### src/rtl/ff_array_2p_be.sv
// Flip-flop metadata array: port 0 read/write with lane mask, port 1 read-only, flush sequencer.
// Optional macro FF_ARRAY_BYPASS_EN forwards a pending port-0 write to dout1 on matching sets.
module ff_array_2p_be #(
  parameter int S_INDEX    = 4,
  parameter int WIDTH      = 32,
  parameter int LANE_W     = 8,
  parameter int FLUSH_ROWS = 1
) (
  input  logic                        clk0,
  input  logic                        rst0,
  input  logic                        csb0,
  input  logic                        web0,
  input  logic [WIDTH/LANE_W-1:0]     wmask0,
  input  logic [S_INDEX-1:0]          addr0,
  input  logic [WIDTH-1:0]            din0,
  output logic [WIDTH-1:0]            dout0,
  input  logic                        csb1,
  input  logic [S_INDEX-1:0]          addr1,
  output logic [WIDTH-1:0]            dout1,
  input  logic                        flush_req,
  output logic                        flush_busy
);

  localparam int NUM_SETS  = 2 ** S_INDEX;
  localparam int NUM_LANES = WIDTH / LANE_W;
  localparam int GROUPS    = NUM_SETS / FLUSH_ROWS;
  localparam int CNT_W     = (GROUPS > 1) ? $clog2(GROUPS) : 1;

  typedef enum logic {IDLE, FLUSH} state_t;

  state_t                 r_state;
  state_t                 w_state_nxt;
  logic [WIDTH-1:0]       r_mem [NUM_SETS];
  logic [S_INDEX-1:0]     r_addr0;
  logic [S_INDEX-1:0]     r_addr1;
  logic [NUM_LANES-1:0]   r_wmask0;
  logic [WIDTH-1:0]       r_din0;
  logic                   r_wvalid;
  logic [CNT_W-1:0]       r_cnt;
  logic                   w_last;
  logic                   w_accept0;
  logic                   w_accept1;
  logic                   w_flushing;

  assign w_last = (r_cnt == CNT_W'(GROUPS - 1));

  always_ff @(posedge clk0 or posedge rst0) begin
    if (rst0) r_state <= IDLE;
    else      r_state <= w_state_nxt;
  end

  always_comb begin
    w_state_nxt = r_state;
    case (r_state)
      IDLE:    if (flush_req) w_state_nxt = FLUSH;
      FLUSH:   if (w_last)    w_state_nxt = IDLE;
      default: w_state_nxt = IDLE;
    endcase
  end

  // A flush request in IDLE takes priority over both ports' requests that cycle.
  always_comb begin
    w_flushing = (r_state == FLUSH);
    flush_busy = w_flushing;
    w_accept0  = (r_state == IDLE) && !flush_req && !csb0;
    w_accept1  = (r_state == IDLE) && !flush_req && !csb1;
  end

  always_ff @(posedge clk0 or posedge rst0) begin
    if (rst0) begin
      r_addr0  <= '0;
      r_addr1  <= '0;
      r_wmask0 <= '0;
      r_din0   <= '0;
      r_wvalid <= 1'b0;
      r_cnt    <= '0;
    end else begin
      r_wvalid <= w_accept0 && !web0;
      if (w_accept0) begin
        r_addr0  <= addr0;
        r_wmask0 <= wmask0;
        r_din0   <= din0;
      end
      if (w_accept1) r_addr1 <= addr1;
      if (w_flushing) r_cnt <= w_last ? '0 : r_cnt + CNT_W'(1);
    end
  end

  // No write can be pending while flushing: the flush-start edge never captures one.
  always_ff @(posedge clk0 or posedge rst0) begin
    if (rst0) begin
      for (int unsigned s = 0; s < NUM_SETS; s++) r_mem[s] <= '0;
    end else begin
      for (int unsigned s = 0; s < NUM_SETS; s++) begin
        if (w_flushing && (CNT_W'(s / FLUSH_ROWS) == r_cnt)) begin
          r_mem[s] <= '0;
        end else if (r_wvalid && (r_addr0 == S_INDEX'(s))) begin
          for (int unsigned l = 0; l < NUM_LANES; l++) begin
            if (r_wmask0[l]) r_mem[s][l*LANE_W +: LANE_W] <= r_din0[l*LANE_W +: LANE_W];
          end
        end
      end
    end
  end

`ifdef FF_ARRAY_BYPASS_EN
  logic [WIDTH-1:0] w_merged;

  always_comb begin
    w_merged = r_mem[r_addr1];
    for (int unsigned l = 0; l < NUM_LANES; l++) begin
      if (r_wmask0[l]) w_merged[l*LANE_W +: LANE_W] = r_din0[l*LANE_W +: LANE_W];
    end
  end

  always_comb begin
    dout0 = '0;
    dout1 = '0;
    if (!w_flushing) begin
      dout0 = r_mem[r_addr0];
      dout1 = (r_wvalid && (r_addr1 == r_addr0)) ? w_merged : r_mem[r_addr1];
    end
  end
`else
  always_comb begin
    dout0 = '0;
    dout1 = '0;
    if (!w_flushing) begin
      dout0 = r_mem[r_addr0];
      dout1 = r_mem[r_addr1];
    end
  end
`endif

endmodule

### config.mk
export PLATFORM = sky130hd
export DESIGN_NAME = ff_array_2p_be
export DESIGN_NICKNAME = d
export VERILOG_FILES = /design/src/rtl/ff_array_2p_be.sv
export SDC_FILE = /design/constraint.sdc
export NUM_CORES = 1
export LEC_CHECK = 0
export ABC_AREA = 1
export CAP_MARGIN = 20
export CORE_MARGIN = 2
export CORE_UTILIZATION = 53
export DETAILED_ROUTE_END_ITERATION = 8
export PLACE_DENSITY_LB_ADDON = 0.2
export SLEW_MARGIN = 40
export SYNTH_ARGS = -nofsm -noshare
export SYNTH_HDL_FRONTEND = slang
export SYNTH_SLANG_ARGS = --single-unit
export TNS_END_PERCENT = 30
### constraint.sdc
create_clock -name clk0 -period 58.9 [get_ports clk0]
set_input_delay 17.67 -clock clk0 [delete_from_list [all_inputs] [get_ports clk0]]
set_output_delay 17.67 -clock clk0 [all_outputs]
set_load 0.01 [all_outputs]
==> flow_summary.ini <==
[run_status]
status = complete, no violations

[floorplan]
rows = 88
num_io_pins = 115
dieHeight_um = 245
die-area_um2 = 60300
coreArea_um2 = 57700
die_w_um = 245
initial_utilization = 0.536

[setup_path]
cp.arrival_ns = 4.45
start_kind = register
crit_type = register to primary output
worstSetupEndpointType = primary output
critPathMaxFanout = 140
cp.required_ns = 41.23

[yosys]
synth_area_leaders = dfrtp_1 46%, nand2_1 13%, o22ai_1 9.7%
syn-cell-area_um2 = 30900
synth_edf_count = 0
async_flop_share = 1.00
syn_inst = 4375
yosys_warnings = 0
yosysMostFrequentCell = nand2_1
yosys.area.top_type = dfrtp_1
ys_ff_latch = 562
seq_area_frac_synth = 0.455
ys_types = 22
syn_nets = 4429
yosys.area.top_type_share = 0.455
synthFlopType = dfrtp_1
postSynthAreaPerCell_um2 = 7.06
synthTopCellsByCount = 1070 x nand2_1, 605 x nor2_1, 582 x inv_1

[routing]
finalWirelength_um = 119000
drtIter0Drc = 4282
drc = 0
viasPerCell = 6.12
drtPass1Iterations = 6
antenna_left = 0
routedWlPerCell_um = 23.0
vias = 31559

[global_route]
grt_max_degree = 160
grt_pass1_wl_um = 178000
antenna_found_initial = 3
grt_pass1_vias = 29472
grt_use_total = 0.390
grt_overflow = 0

[sta]
maxSlewHeadroom = 0.384
drv_slew = 0
setup_viol = 0
skew_ns = 0.0179
max_freq_mhz = 45.2
tightest_slew_ns = 0.921
hold_viol = 0
setup_slack_ns = 36.78
tns_ns = 0
fin_hold_ws_ns = 0.506
fin_crit_ns = 22.12
period_share = 0.376
rsz0062_at_grt = false

[clock_network]
cts_setup_buffers = 0
cts_inserted_buffers = 66
clk_path_buf_depth = 3
h-tree-depth = 3
cts_resized = 0
ctsHoldBuffers = 0
clkTransAtPathRegs_ns = 0.05
clk_latency_ns = 0.61
cts.sinks = 562
cts_tree = built
root_buffer = clkbuf_16

[finish]
layout-drive-gt1-share = 0.0548
final_nets = 4407
area_growth_pct = 12.7
diodes = 0
n_fill_cell = 5359
layout.cells.non_filler = 5160

[run]
maxCapViolations = 0

[min_path]
hp-class = register to register

[power]
vdd_ir_drop_max_v = 0.0000348
powerDensity_nw_per_um2 = 45.3
power_uw = 1580
leakagePower_uw = 0.0168

[place]
port_buffers = 114
placedCellCount = 5048
place_ws_ns = 37.56
gp_congestion = 1.02
dpl.hpwl_um = 69400
-- power by group --
group          internal, uW  total (uW)  leakage (uW)  switching (uW)
Clock                   239         405       0.00102             166
Combinational           164         693       0.00814             528
Sequential              432         479       0.00767            47.2
Total                   836        1580        0.0168             741
-- kinds of logic (layout without fill, tap and decap cells) --
kind of cell,after synthesis,count (layout),synth area share
AND/OR/NAND/NOR,2221,2221,0.298
XOR/XNOR,2,2,0.000567
buffers and inverters,837,857,0.104
flip-flops,562,562,0.455
AO/OA/AOI/OAI,749,749,0.141
adder cells (fa/ha/maj),4,4,0.00162
-- routing by layer --
layer | wire length [um] | vias up | GRT usage
met5 | 33 | - | 0
met2 | 50400 | 2099 | 0.568
met1 | 45200 | 14810 | 0.517
li1 | - | 14171 | -
met4 | 7270 | 6 | 0.217
met3 | 15600 | 473 | 0.120
-- cells in the final DEF, fill, tap and decap left out --
cell / instances
clkdlybuf4s50_1: 114
nand2_1: 1067
o22ai_1: 480
o21ai_1: 17
nand3_1: 504
clkinv_8: 1
a21oi_1: 76
ha_1: 4
nand2_4: 3
buf_4: 30
inv_2: 4
clkbuf_1: 22
xnor2_1: 1
o21ai_0: 130
nor2_1: 600
inv_6: 1
clkbuf_8: 5
nand3_2: 38
xor2_1: 1
nor2_4: 3
buf_6: 7
buf_12: 3
dfrtp_2: 3
inv_1: 577
clkinv_2: 7
inv_8: 1
clkinvlp_4: 1
o21ai_2: 46
clkbuf_16: 73
dfrtp_1: 555
nand2_2: 1
dfrtp_4: 4
bufinv_16: 2
nor2_2: 4
nand2_8: 1
buf_16: 3
clkinv_1: 6
-- flip-flops by register name, indices dropped and copies added, names as in the netlist --
name / count
flush_busy: 1
r_mem: 512
r_addr0: 4
r_wmask0: 4
r_cnt: 4
r_wvalid: 1
r_din0: 32
r_addr1: 4
-- through the flow --
stage / instance area (um2) / utilization
after CTS: 34700 / 0.602
after detailed placement: 32600 / 0.566
after global routing: 34800 / 0.603
after floorplan: 30900 / -
final: 34800 / 0.603
after global placement: 32400 / 0.562
-- worst paths after layout --
kind | start | to | slack, ns | cells past startpoint
setup / recovery | r_addr0[0] | dout0[3] | 36.78 | 11
hold / removal | r_din0[21] | r_mem[21] | 0.51 | 2
setup reg to reg | r_addr0[0] | r_mem[337] | 54.57 | 8
hold reg to reg | r_din0[21] | r_mem[21] | 0.51 | 2
max in group asynchronous | rst0 | r_addr1[1] | 39.36 | 5
min in group asynchronous | rst0 | r_mem[37] | 17.52 | 2
-- critical path: stages, from the launching register on --
cell and delay, ns:
dfrtp_4 0.81, buf_12 0.51, nand2_2 0.65, buf_4 0.56, nor2_1 0.18, nor2_1 0.07, nand2_1 0.05, nand2_1 0.04
nand2_1 0.12, nor2_1 0.06, nor2_1 0.08, clkdlybuf4s50_1 0.54
-- cell type report --
type	instances	area [um2]	share of cell area
Clock buffer	100	1980	0.0568
Clock inverter	10	103	0.00295
Inverter	590	2240	0.0643
Multi-Input combinational cell	2976	13900	0.398
Sequential cell	562	14100	0.404
Tap cell	765	957	0.0275
Timing Repair Buffer	157	1590	0.0456
Power figures use the tool's default switching activity.
